### config.mk
export PLATFORM = sky130hd
export DESIGN_NAME = mul_job_sequencer
export DESIGN_NICKNAME = d
export VERILOG_FILES = /design/src/rtl/mul_job_sequencer.sv
export SDC_FILE = /design/constraint.sdc
export NUM_CORES = 1
export LEC_CHECK = 0
export CORE_MARGIN = 10
export CORE_UTILIZATION = 35
export CTS_CLUSTER_SIZE = 8
export DETAILED_ROUTE_END_ITERATION = 8
export PLACE_DENSITY = 0.65
export SLEW_MARGIN = 20
export SYNTH_ARGS = -nofsm -noshare
export SYNTH_HDL_FRONTEND = slang
export SYNTH_SLANG_ARGS = --single-unit
export TNS_END_PERCENT = 30
### constraint.sdc
create_clock -name clk -period 2.72 [get_ports clk]
set_input_delay 0.544 -clock clk [delete_from_list [all_inputs] [get_ports clk]]
set_output_delay 0.544 -clock clk [all_outputs]
set_load 0.005 [all_outputs]
### src/rtl/mul_job_sequencer.sv
// Job sequencer for a serial shift-add multiplier: operand FIFO, s/A/B/Done/P launch FSM
// and a valid/ready product register. Optional RUN watchdog: define MUL_SEQ_WATCHDOG_EN.
module mul_job_sequencer #(
  parameter int WIDTH   = 4,
  parameter int DEPTH   = 4,
  parameter int TIMEOUT = 32
) (
  input  logic                     clk,
  input  logic                     rst,
  input  logic                     in_valid,
  output logic                     in_ready,
  input  logic [WIDTH-1:0]         in_a,
  input  logic [WIDTH-1:0]         in_b,
  output logic                     mul_s,
  output logic [WIDTH-1:0]         mul_a,
  output logic [WIDTH-1:0]         mul_b,
  input  logic                     mul_done,
  input  logic [2*WIDTH-1:0]       mul_p,
  output logic                     out_valid,
  input  logic                     out_ready,
  output logic [2*WIDTH-1:0]       out_p,
  output logic                     busy,
  output logic [$clog2(DEPTH):0]   level,
  output logic                     timeout_err
);

  localparam int PW = $clog2(DEPTH);
  localparam int LW = PW + 1;

  if (DEPTH < 2 || (DEPTH & (DEPTH - 1)) != 0 || TIMEOUT < 1) begin : g_bad_param
    $error("mul_job_sequencer: DEPTH must be a power of 2 >= 2 and TIMEOUT >= 1");
  end

  typedef enum logic [1:0] {IDLE, SETUP, RUN, RELEASE} state_e;

  state_e               state_q;
  logic [2*WIDTH-1:0]   mem_q [DEPTH];
  logic [PW-1:0]        wr_ptr_q, rd_ptr_q;
  logic [LW-1:0]        level_q;
  logic                 mul_s_q, busy_q, out_valid_q;
  logic [WIDTH-1:0]     mul_a_q, mul_b_q;
  logic [2*WIDTH-1:0]   out_p_q;
  logic                 push, pop, slot_free, capture;

  assign in_ready  = (level_q != LW'(DEPTH));
  assign push      = in_valid && in_ready;
  assign pop       = (state_q == IDLE) && (level_q != '0);
  assign slot_free = !out_valid_q || out_ready;
  assign capture   = (state_q == RUN) && mul_done && slot_free;

  always_ff @(posedge clk) begin
    if (push) mem_q[wr_ptr_q] <= {in_a, in_b};
  end

  always_ff @(posedge clk or negedge rst) begin
    if (!rst) begin
      wr_ptr_q <= '0;
      rd_ptr_q <= '0;
      level_q  <= '0;
    end else begin
      if (push) wr_ptr_q <= wr_ptr_q + 1'b1;
      if (pop)  rd_ptr_q <= rd_ptr_q + 1'b1;
      case ({push, pop})
        2'b10:   level_q <= level_q + 1'b1;
        2'b01:   level_q <= level_q - 1'b1;
        default: level_q <= level_q;
      endcase
    end
  end

`ifdef MUL_SEQ_WATCHDOG_EN
  localparam int WDW = $clog2(TIMEOUT + 1);
  logic [WDW-1:0] wd_cnt_q;
  logic           timeout_err_q;
  logic           wd_expire;

  // Only cycles still waiting on the multiplier count; backpressure stalls do not.
  assign wd_expire = (state_q == RUN) && !mul_done && (wd_cnt_q == WDW'(TIMEOUT - 1));

  always_ff @(posedge clk or negedge rst) begin
    if (!rst) begin
      wd_cnt_q <= '0;
    end else if (state_q == SETUP) begin
      wd_cnt_q <= '0;
    end else if (state_q == RUN && !mul_done && !wd_expire) begin
      wd_cnt_q <= wd_cnt_q + 1'b1;
    end
  end

  assign timeout_err = timeout_err_q;
`else
  assign timeout_err = 1'b0;
`endif

  always_ff @(posedge clk or negedge rst) begin
    if (!rst) begin
      state_q     <= IDLE;
      mul_s_q     <= 1'b0;
      busy_q      <= 1'b0;
      mul_a_q     <= '0;
      mul_b_q     <= '0;
      out_valid_q <= 1'b0;
      out_p_q     <= '0;
`ifdef MUL_SEQ_WATCHDOG_EN
      timeout_err_q <= 1'b0;
`endif
    end else begin
`ifdef MUL_SEQ_WATCHDOG_EN
      timeout_err_q <= 1'b0;
`endif
      // A capture in the same cycle as a consumer handshake keeps out_valid high.
      if (capture) begin
        out_valid_q <= 1'b1;
        out_p_q     <= mul_p;
      end else if (out_ready) begin
        out_valid_q <= 1'b0;
      end

      case (state_q)
        IDLE: begin
          if (pop) begin
            {mul_a_q, mul_b_q} <= mem_q[rd_ptr_q];
            busy_q             <= 1'b1;
            state_q            <= SETUP;
          end
        end
        SETUP: begin
          mul_s_q <= 1'b1;
          state_q <= RUN;
        end
        RUN: begin
          if (capture) begin
            mul_s_q <= 1'b0;
            state_q <= RELEASE;
          end
`ifdef MUL_SEQ_WATCHDOG_EN
          else if (wd_expire) begin
            mul_s_q       <= 1'b0;
            timeout_err_q <= 1'b1;
            state_q       <= RELEASE;
          end
`endif
        end
        RELEASE: begin
          busy_q  <= 1'b0;
          state_q <= IDLE;
        end
        default: state_q <= IDLE;
      endcase
    end
  end

  assign mul_s     = mul_s_q;
  assign mul_a     = mul_a_q;
  assign mul_b     = mul_b_q;
  assign out_valid = out_valid_q;
  assign out_p     = out_p_q;
  assign busy      = busy_q;
  assign level     = level_q;

endmodule

; Word-level counts from Yosys, hierarchy flattened
; Memories as Yosys holds them, arrays and structs flattened. A register that Yosys moved wholly into a read port is not among the register bits.
; Cells that the tools add are included.
[totals]
reg_bits = 20
ramBits = 32
input_bits = 21
memories = 1
[mem_list]
columns = name, depth, word_bits, rd, rd_ports_with_merged_regs, wr, line_no
row1 = mem_q, 4, 8, 1, 1, 1, 37  ; logic [2*WIDTH-1:0] mem_q [DEPTH];
[op_classes]
n_addsub = 4
eq_ne = 8
muxes = 12
reduce_logical = 17
[ops]
columns = op, n
row1 = $pmux W2 S4, 1
row2 = $reduce_and A2 Y1, 4
row3 = $reduce_bool A2 Y1, 4
row4 = $eq A2 B2 Y1 const B, 3
row5 = $mux W1, 6
row6 = $pmux W3 S2, 1
row7 = $add A2 B1 Y2 const B, 2
row8 = $eq A2 B1 Y1 const B, 2
row9 = $logic_and A1 B1 Y1, 4
row10 = $mux W2, 2
row11 = $ne A2 B2 Y1 const B, 2
row12 = $pmux W1 S2, 2
row13 = $add A3 B1 Y3 const B, 1
row14 = $ne A3 B3 Y1 const B, 1
row15 = $reduce_bool A3 Y1, 1
row16 = $sub A3 B1 Y3 const B, 1
row17 = $logic_not A1 Y1, 2
row18 = $logic_not A2 Y1, 1
row19 = $logic_or A1 B1 Y1, 1

; Depth between registers and ports, before layout
; Gate-level depths: netlist (run 1).
[depth]
ltp_word = 5
mapped_depth = 12

; Worst setup path before layout (run 1)
; Ideal clock, no wire load.
[synth_path]
path_type = reg-to-reg
startpoint = register state_q[0]
endpoint = register level_q[2], in the netlist level[2]
setup_time_ns = 0.079
t_arrival_ns = 1.993
required_ns = 2.641
path_slack_ns = 0.648
path_stages_with_launch = 13
period_less_slack_ns = 2.072
cell_sequence = dfrtp_1 > inv_1 > ha_1 > nand2b_1 > buf_6 > inv_2 > buf_6 > ha_1 > inv_1 > fa_1 > xor2_1 > nor2_1 > xor2_1
[synth_between]
elab_chain_len = 4
elab_cells_between_ends = 6
cone_classes = eq/ne (2) / mux (1) / reduce/logical (3)
[synth_lines]
columns = element, line_no
row1 = "start, declared", 36  ; state_e state_q;
row2 = "start signal, assigned", 97  ; state_q <= IDLE;
row3 = "start signal, assigned", 124  ; state_q <= SETUP;
row4 = "start signal, assigned", 129  ; state_q <= RUN;
row5 = $logic_not A2 Y1 (*), 47  ; assign pop = (state_q == IDLE) && (level_q != '0);
row6 = $logic_and A1 B1 Y1 (*), 47
row7 = net pop, 43  ; logic push, pop, slot_free, capture;
row8 = $eq A2 B1 Y1 or $eq A2 B2 Y1 (tied branches), 63  ; case ({push, pop})
row9 = $pmux W3 S2 or $reduce_bool A2 Y1 (tied branches), n/a
row10 = "end signal, assigned", 64  ; 2'b10: level_q <= level_q + 1'b1;
row11 = "end signal, assigned", 65  ; 2'b01: level_q <= level_q - 1'b1;
row12 = "end signal, assigned", 66  ; default: level_q <= level_q;
row13 = "end, declared", 39  ; logic [LW-1:0] level_q;
; The timed path passes the listed nets; every way through them passes the cells marked *.
; A chain may end at the register's enable or synchronous reset.

; Worst setup path in the final report (run 1)
[layout_path]
startpoint = register state_q[0]
endpoint = register level_q[2], in the netlist level[2]
[layout_between]
elab_chain_len = 4
elab_cells_between_ends = 6
cone_classes = eq/ne (2) / mux (1) / reduce/logical (3)
[layout_lines]
columns = element, line_no
row1 = $logic_not A2 Y1 (*), 47
row2 = $logic_and A1 B1 Y1 (*), 47
row3 = $eq A2 B1 Y1 or $eq A2 B2 Y1 (tied branches), 63
row4 = $pmux W3 S2 or $reduce_bool A2 Y1 (tied branches), n/a
; Every way passes the cells marked *; elsewhere a longest branch is shown, timed or not.

==> impl_results.md, run 1 <==
* PnR worst setup slack at about 0.56 ns
* Peak Freq at 464 MHz
* Reg2reg path depth at 10
* Crit path required time at about 3 ns
* Hold Path End: mul_a[2]
* Initial Utilization at 0.364
* Die area at 0.0109 sq mm
* Core ar. at a little under 0.007 sq mm
* Initial antenna violation count at 0
* CP max stage delay at slightly above 0.4 ns
* Pin count of the biggest net entering global routing at 29
* Clk sinks at 60
* Area contributors post-synth: edfxtp_1 (38%), dfrtp_1 (28%), mux4_2 (7.2%), ha_1 (5.0%), nand2_1 (4.4%)
* Num rows at 30
* Final WL at roughly 4500 um
* 1st-iter DRT viols at 30
* Switch share at 0.298
* Worst hold path depth at 2
* Switching power at 1.09 mW
* Max VDD drop at between 0.5 and 0.6 mV
* Worst-Skew Late Latency at 0.33 ns
* CP Launch Type: flop
* RSZ-0062 raised after global routing: no
* Sequential share of the synthesized area at 0.664
* Number of diodes at 0
* Crit path max-delay cell type: dfrtp_1
* Share of cells above drive strength 1 at 0.190
* GRT Total Usage at 0.0850
* Cell family with most CP delay: adder cells
* Clock share of power at 0.229
* Vias in the first global route at about 1400
* Internal power at 2.57 mW
* Least-Margin Pin Slew at about 0.60 ns
* Horiz. Die Dim at ~100 um
* Routed Antenna Nets at 0
* Vias post-DR at approximately 1400
* Maximum clock insertion buffer count at 2
* Area of the multi-input gates at around 750 sq um
* Setup WS pre-CTS at between 0.3 and 0.4 ns
* Reg2Reg Setup Slack at 0.56 ns
* TritonRoute pass-1 iters at 4
* Drt drc at 0
* CTS Hold Bufs at 0
* Clock skew at 0.00438 ns
* Root Buffer: clkbuf_8
* Crit path cell chain: inv_1 > ha_1 > nand2b_1 > inv_2 > ha_1 > inv_1 > fa_1 > xor2_1 > nor2_1 > xor2_1
* Seq cells post-synth at 60
* Final Util at 0.470
* Crit Path Class: reg -> reg
* Power Density at 1130 mW/mm^2
* RR Endpoint: level[2]
* Number of setup buffers added after CTS at 0
* Grt total ovfl at 0
* IO buf count at between 40 and 50
* Post-CTS resize count at 0
* Post-Synthesis Cells at 160
* First-pass GRT wire length at 7220 um
* Area share of the largest cell type after synthesis at 0.384
* Hold Worst Slack at between 0.4 and 0.5 ns
* Synthesized Nets at approximately 190
* Fill cells at about 620
* Worst rel slew slack at 0.598
* RePlAce Congestion at approximately 0.69
* Period minus WS final at between 2 and 2.5 ns
* TritonCTS clock tree: done
* Synth area leader: edfxtp_1
* Synth-to-layout area growth at 29.1%
* Vias/cell at 4.36
* Syn avg cell area at 15.6 sq um
* RR Startpoint: state_q[0]
* Clk slew on worst S/H paths at about 0.06 ns
* Top Ports at 45
* MaxCap Viol Count at 0
* # setup viols final at 0
* Tcrit/Tclk final at 0.793
* Leakage at roughly 1.3 nW
* Fin. Hold Viols at 0
* CTS Buf Count at 9
* DP HPWL at around 3200 um
* Final layout net count at 243
* Vert. Die Dim at 105 um
* Crit-path max FO at 11
* Status: complete, no violations
* Combinational share of power at 0.357
* Drt wl/cell at between 10 and 15 um
* Post-Syn Area at ~0.0025 sq mm
* Min-Delay Path Class: reg -> reg
* Number of buffers and inverters on the critical path at 3
* CP Capture Type: flop
* Data arrival, critical path at 2.41 ns
* Sequential power share at 0.414
* Warnings from Yosys at 0
* Reg area at between 0.0015 and 0.002 sq mm
* Setup tns final at 0 ns
* Hold path startpoint: mul_a[2]
* CTS H-tree lvls at 3
* Yosys cell types at 30
* Count of final max-slew check failures at 0
==> worst reg2reg max path, cell delays in order (launching register included) <==
cell and delay (ns):
dfrtp_1 0.41, inv_1 0.11, ha_1 0.18, nand2b_1 0.09
inv_2 0.22, ha_1 0.23, inv_1 0.06, fa_1 0.37
xor2_1 0.15, nor2_1 0.11, xor2_1 0.14
==> area by class of cell <==
class	count	area share
Sequential cell	60	0.514
Multi-Input combinational cell	84	0.232
Timing Repair Buffer	46	0.140
Clock buffer	11	0.0407
Tap cell	96	0.0372
Clock inverter	5	0.0236
Inverter	10	0.0116
==> cells in the mapped netlist (all sizes together) <==
cell type,instances
clkbuf,1
ha,10
nand3,2
a22o,1
nand2,29
nor2b,1
o21ai,1
nor2,2
inv,10
a21oi,2
dfrtp,28
fa,1
and3,4
and2,2
conb,1
o32a,1
xnor2,4
nor3,1
nand2b,2
edfxtp,32
mux2,10
mux4,8
buf,5
xor2,2
==> worst max path at each step <==
stage	start	to	slack [ns]	depth (start not counted)
finish	state_q[0]	level[2]	0.56	10
detailed placement	in_valid	level[2]	0.39	9
floorplan	state_q[0]	level[2]	0.65	12
global route	state_q[1]	level[2]	0.36	10
global placement	in_valid	level[2]	0.43	9
CTS	state_q[0]	level[2]	0.53	10
==> stage by stage <==
stage          instances  instance area [sq um]  power, mW
2_1_floorplan        160                   2500       2.33
3_3_place_gp         296                   3020       2.86
3_5_place_dp         296                   3020       2.88
4_1_cts              312                   3230       3.73
5_1_grt              312                   3230       3.93
6_report             312                   3230       3.66
==> per-layer routing <==
metal  track usage  vias to the layer above  wire length (um)
met1         0.102                      653              2080
met2         0.127                       43              2110
li1              -                      657                 -
met5             0                        -                 0
met3        0.0387                        8               259
met4        0.0417                        0                55
==> layout by cell type (no fill, tap or decap), types with 8 or more instances in the layout <==
cell and count:
clkbuf_8 9, inv_1 9, edfxtp_1 32, ha_1 10
clkdlybuf4s50_1 43, nand2_1 29, mux4_2 8, mux2_2 8
dfrtp_1 28
==> power by group through the flow <==
stage                     sequential (mW)  combinational [mW]  clock [mW]
after detailed placement             1.54                1.34           0
after global placement               1.53                1.33           0
after floorplan                      1.46               0.874           0
after CTS                            1.52                1.35       0.866
after global routing                 1.56                1.46       0.907
final                                1.52                1.31       0.840
==> state kept, by name (all words and copies together), names as in the netlist, 2 cells and up <==
signal,cells
level,3
mem_q,32
mul_a,4
mul_b,4
out_p,8
rd_ptr_q,2
state_q,2
wr_ptr_q,2
==> logic make-up after synthesis <==
family / share of synthesized area
muxes: 0.120
and+or+nand+nor: 0.0830
buffers and inverters: 0.0360
DFF: 0.664
AOI/OAI and AO/OA: 0.0165
adders and majority gates: 0.0580
xor gates and xnor gates: 0.0210
other: 0.00150
Note: power is estimated with default switching activity, not from simulation.
==> run 2: changes to the inputs <==
- clock period: 2.72 -> 2.1 ns (I/O delays scaled with it)
==> impl_results.md, run 2 (same netlist as run 1, synthesis figures left out) <==
* Placed inst area at 0.00306 sq mm (+1.2%)
* Min-Delay Path Class: in -> async
* DP HPWL at 3240 um (+1.4%)
* Initial antenna violation count at 0 (unchanged)
* Grt total ovfl at 0 (unchanged)
* Leakage at 1.33 nW (+2.5%)
* 1st-iter DRT viols at 35 (+17%)
* Reg2reg path depth at 10 (unchanged)
* Horiz. Die Dim at 105 um (unchanged)
* Core ar. at 0.00687 sq mm (unchanged)
* Maximum clock insertion buffer count at 2 (unchanged)
* Number of setup buffers added after CTS at 0 (unchanged)
* Power Density at 1470 mW/mm^2 (+30%)
* Crit-path max FO at 6 (-5)
* Final layout net count at 248 (+2.1%)
* Vias in the first global route at 1451 (+1.2%)
* Crit path max-delay cell type: dfrtp_1
* Largest register FFs at 32 (unchanged)
* Clock skew at 0.00692 ns (+0.00254 ns)
* Post-CTS resize count at 0 (unchanged)
* Period minus WS final at 1.96 ns (-0.193 ns)
* Most frequent cells in the layout: clkdlybuf4s50_1 (43), edfxtp_1 (32), nand2_1 (29), dfrtp_1 (28)
* Peak Freq at 509 MHz (+9.8%)
* TritonCTS clock tree: done
* CP max stage delay at 0.43 ns (+0.02 ns)
* Vias post-DR at 1397 (+2.6%)
* RR Startpoint: level[1]
* CTS H-tree lvls at 3 (unchanged)
* Routed Antenna Nets at 0 (unchanged)
* Crit Path Class: reg -> reg
* Reg2Reg Setup Slack at 0.14 ns (-0.43 ns)
* Die area at 0.0109 sq mm (unchanged)
* Max VDD drop at 0.483 mV (-4.7%)
* Number of diodes at 0 (unchanged)
* CTS Hold Bufs at 0 (unchanged)
* CTS Buf Count at 9 (unchanged)
* Crit path required time at 2.36 ns (-0.62 ns)
* Pin count of the biggest net entering global routing at 29 (unchanged)
* RR Endpoint: level[2]
* Worst rel slew slack at 0.606 (+0.00840)
* Vert. Die Dim at 105 um (unchanged)
* TritonRoute pass-1 iters at 4 (unchanged)
* Clk sinks at 60 (unchanged)
* Number of buffers and inverters on the critical path at 3 (unchanged)
* Final WL at 4630 um (+2.9%)
* MaxCap Viol Count at 0 (unchanged)
* Finished Cell Area at 0.00328 sq mm (+1.5%)
* Fin. Hold Viols at 0 (unchanged)
* CP Capture Type: flop
* Cell family with most CP delay: adder cells
* RSZ-0062 raised after global routing: no
* Commonest non-fill, non-tap cell in the layout: clkdlybuf4s50_1
* Status: complete, no violations
* IO buf count at 43 (unchanged)
* # setup viols final at 0 (unchanged)
* Worst-Skew Late Latency at 0.34 ns (about the same)
* GRT Total Usage at 0.0910 (+0.00595)
* Synth-to-layout area growth at 31.0%
* Drt drc at 0 (unchanged)
* CP Launch Type: flop
* Clk slew on worst S/H paths at 0.07 ns (about the same)
* First-pass GRT wire length at 7690 um (+6.5%)
* Count of final max-slew check failures at 0 (unchanged)
* Least-Margin Pin Slew at 0.591 ns (-0.0126 ns)
* Tcrit/Tclk final at 0.935 (+0.142)
* Fill cells at 613 (-1.3%)
* Drt wl/cell at 14.6 um (+1.2%)
* Crit path cell chain: inv_1 > nand3_2 > and2_4 > inv_1 > ha_1 > inv_1 > fa_1 > xor2_1 > nor2_1 > xor2_1
* RePlAce Congestion at 0.736 (+7.0%)
* Top Ports at 45 (unchanged)
* Biggest register: mem_q
* Most frequent CP cell: inv_1
* Root Buffer: clkbuf_8
* Initial Utilization at 0.364 (unchanged)
* Share of cells above drive strength 1 at 0.226 (+0.0364)
* Hold Worst Slack at 0.471 ns (-0.0130 ns)
* Vias/cell at 4.41 (+1.0%)
* Data arrival, critical path at 2.22 ns (-0.19 ns)
* Worst path depth at 10 (unchanged)
* Num rows at 30 (unchanged)
[run 2: power breakdown]
group	internal, mW	switching (mW)
clock	0.663	0.456
sequential	1.67	0.277
combinational	1.04	0.722
total	3.37	1.45
[run 2: through the flow]
step / setup TNS, ns / utilization / instances / power (mW) / setup slack, ns
after floorplan: 0 / - / 160 / 3.02 / 0.0280
after global placement: 0 / 0.446 / 301 / 3.73 / 0.0301
after detailed placement: -0.00233 / 0.446 / 301 / 3.79 / -0.00233
after CTS: 0 / 0.477 / 317 / 4.92 / 0.127
after global routing: 0 / 0.477 / 317 / 5.19 / 0.00277
final: 0 / 0.477 / 317 / 4.83 / 0.136
[run 2: metal layers]
| metal | track usage | up-vias | share of wire |
|---|---|---|---|
| li1 | - | 664 | - |
| met2 | 0.128 | 42 | 0.44 |
| met5 | 0 | - | 0 |
| met4 | 0.0596 | 0 | 0.030 |
| met1 | 0.114 | 680 | 0.46 |
| met3 | 0.0332 | 11 | 0.063 |
[run 2: how the worst max path moves through the flow]
stage	from	to	slack [ns]
final	level[1]	level[2]	0.14
after global placement	in_valid	level[2]	0.03
after CTS	level[1]	level[2]	0.13
after floorplan	state_q[0]	level[2]	0.03
after global routing	state_q[0]	level[2]	0.003
after detailed placement	in_valid	level[2]	-0.002
[run 2: final cells by class]
cell class                 count  area (sq um)  share of cell area
sequential                    60          1660               0.507
multi-input combinational     84           753               0.230
timing repair buffer          51           490               0.150
clock buffer                   9           124              0.0378
tap                           96           120              0.0366
clock inverter                 7          91.3              0.0279
inverter                      10          37.5              0.0115
[run 2: worst reg2reg max path: cells and delay by family (launching register included)]
| family | cells | cell delay [ns] |
|---|---|---|
| adder cells (fa/ha/maj) | 2 | 0.53 |
| flip-flops | 1 | 0.43 |
| AND/OR/NAND/NOR | 3 | 0.41 |
| XOR/XNOR | 2 | 0.30 |
| buffers and inverters | 3 | 0.23 |
==> run 3: changes to the inputs <==
==> constraint.sdc (replaced) <==
create_clock -name clk -period 2.1 [get_ports clk]
set_input_delay 0.315 -clock clk [delete_from_list [all_inputs] [get_ports clk]]
set_output_delay 0.315 -clock clk [all_outputs]
set_load 0.005 [all_outputs]
==> impl_results.md, run 3 (same netlist as run 1, synthesis figures left out) <==
* Internal power at 3.30 mW (-2.3%)
* Routed Antenna Nets at 0 (unchanged)
* Crit Path Class: reg -> reg
* Vias post-DR at 1388 (-0.64%)
* Core ar. at 0.00687 sq mm (unchanged)
* Vias/cell at 4.35 (-1.3%)
* Most frequent cells in the layout: clkdlybuf4s50_1 (43), edfxtp_1 (32), nand2_1 (29), dfrtp_1 (28)
* CTS H-tree lvls at 3 (unchanged)
* TritonCTS clock tree: done
* Initial antenna violation count at 0 (unchanged)
* Maximum clock insertion buffer count at 2 (unchanged)
* Synth-to-layout area growth at 30.8%
* Final WL at 4650 um (+0.41%)
* Tcrit/Tclk final at 0.931 (-0.00430)
* # setup viols final at 0 (unchanged)
* Sequential power share at 0.395 (-0.007)
* Drt drc at 0 (unchanged)
* Switching power at 1.49 mW (+2.4%)
* Count of final max-slew check failures at 0 (unchanged)
* Vias in the first global route at 1555 (+7.2%)
* Final layout net count at 250 (+0.81%)
* Switch share at 0.311 (+0.00985)
* TritonRoute pass-1 iters at 4 (unchanged)
* Max VDD drop at 0.510 mV (+5.5%)
* Num rows at 30 (unchanged)
* Clk slew on worst S/H paths at 0.06 ns (about the same)
* Placed cell count at 300 (-0.33%)
* Clock skew at 0.00620 ns (-0.000720 ns)
* Clk sinks at 60 (unchanged)
* Worst-Skew Late Latency at 0.34 ns (about the same)
* RR Endpoint: level[2]
* 1st-iter DRT viols at 42 (+20%)
* Reg2reg path depth at 10 (unchanged)
* Peak Freq at 512 MHz (+0.46%)
* GRT Total Usage at 0.0920 (+0.00102)
* Crit path cell chain: inv_2 > ha_1 > nand2b_1 > inv_2 > ha_1 > inv_1 > fa_1 > xor2_1 > nor2_1 > xor2_1
* Largest register FFs at 32 (unchanged)
* Initial Utilization at 0.364 (unchanged)
* DP HPWL at 3220 um (-0.47%)
* Commonest non-fill, non-tap cell in the layout: clkdlybuf4s50_1
* RePlAce Congestion at 0.723 (-1.8%)
* RR Startpoint: state_q[0]
* Combinational share of power at 0.396 (+0.030)
* Worst path depth at 10 (unchanged)
* Biggest register: mem_q
* Fin cells at 319 (+0.63%)
* Number of diodes at 0 (unchanged)
* Min-Delay Path Class: in -> async
* Power Total at 4.78 mW (-0.88%)
* Crit path required time at 2.36 ns (about the same)
* Clock share of power at 0.209 (-0.023)
* Share of cells above drive strength 1 at 0.238 (+0.0114)
* Crit-path max FO at 4 (-2)
* Grt total ovfl at 0 (unchanged)
* Power Density at 1460 mW/mm^2 (-0.76%)
* Data arrival, critical path at 2.21 ns (about the same)
* First-pass GRT wire length at 7860 um (+2.2%)
* Cell family with most CP delay: adder cells
* Pin count of the biggest net entering global routing at 29 (unchanged)
* Reg2Reg Setup Slack at 0.15 ns (about the same)
* Number of buffers and inverters on the critical path at 3 (unchanged)
* CP Launch Type: flop
* IO buf count at 43 (unchanged)
* Final Util at 0.477 (-0.000546)
* Crit path max-delay cell type: dfrtp_1
* Status: complete, no violations
* Leakage at 1.32 nW (-0.64%)
* Period minus WS final at 1.95 ns (-0.00902 ns)
* Worst Setup SP: state_q[0]
* Top Ports at 45 (unchanged)
* MaxCap Viol Count at 0 (unchanged)
* Horiz. Die Dim at 105 um (unchanged)
* Vert. Die Dim at 105 um (unchanged)
* Root Buffer: clkbuf_8
* Fin. Hold Viols at 0 (unchanged)
* Die area at 0.0109 sq mm (unchanged)
* CP max stage delay at 0.42 ns (about the same)
* CTS Buf Count at 9 (unchanged)
* CP Capture Type: flop
* Drt wl/cell at 14.6 um (-0.22%)
## run 3: worst max-delay path by stage
stage,to
after floorplan,level[2]
after global placement,level[2]
after detailed placement,level[2]
after CTS,level[2]
after global routing,level[1]
final,level[2]
## run 3: metal layers
layer,part of all wire,GRT usage
met4,0.020,0.0596
met3,0.050,0.0295
met5,0,0
met2,0.47,0.140
met1,0.46,0.110
## run 3: worst register-to-register path, delay by kind of cell, from the launching register on
| kind | cells | cell delay (ns) |
|---|---|---|
| xor gates and xnor gates | 2 | 0.31 |
| adders and majority gates | 3 | 0.71 |
| buffers and inverters | 3 | 0.22 |
| DFF | 1 | 0.42 |
| and+or+nand+nor | 2 | 0.22 |
## run 3: cell type report
class	instances	area, sq um
Multi-Input combinational cell	84	758
Tap cell	96	120
Timing Repair Buffer	53	505
Sequential cell	60	1660
Clock buffer	9	124
Fill cell	632	3590
Clock inverter	7	67.6
Inverter	10	37.5
## run 3: power groups by stage
stage          clock network (mW)  registers [mW]  logic [mW]
2_1_floorplan                   0            1.89        1.13
3_3_place_gp                    0            1.91        1.84
3_5_place_dp                    0            1.92        1.88
4_1_cts                      1.03            1.89        1.89
5_1_grt                      1.10            1.94        2.13
6_report                    0.999            1.89        1.89
## run 3: per-stage QoR
stage	setup slack, ns	area (sq um)	setup TNS (ns)	hold slack (ns)
after floorplan	0.0280	2500	0	0.0194
after global placement	0.0948	3050	0	0.457
after detailed placement	0.0703	3050	0	0.462
after CTS	0.0873	3240	0	0.375
after global routing	-0.000814	3270	-0.000814	0.391
final	0.145	3270	0	0.365
## run 3: what timing repair did
action	CTS	global route
gates resized for setup	0	4
buffers inserted	0	3
hold buffers	0	0
setup endpoints to repair	0	1
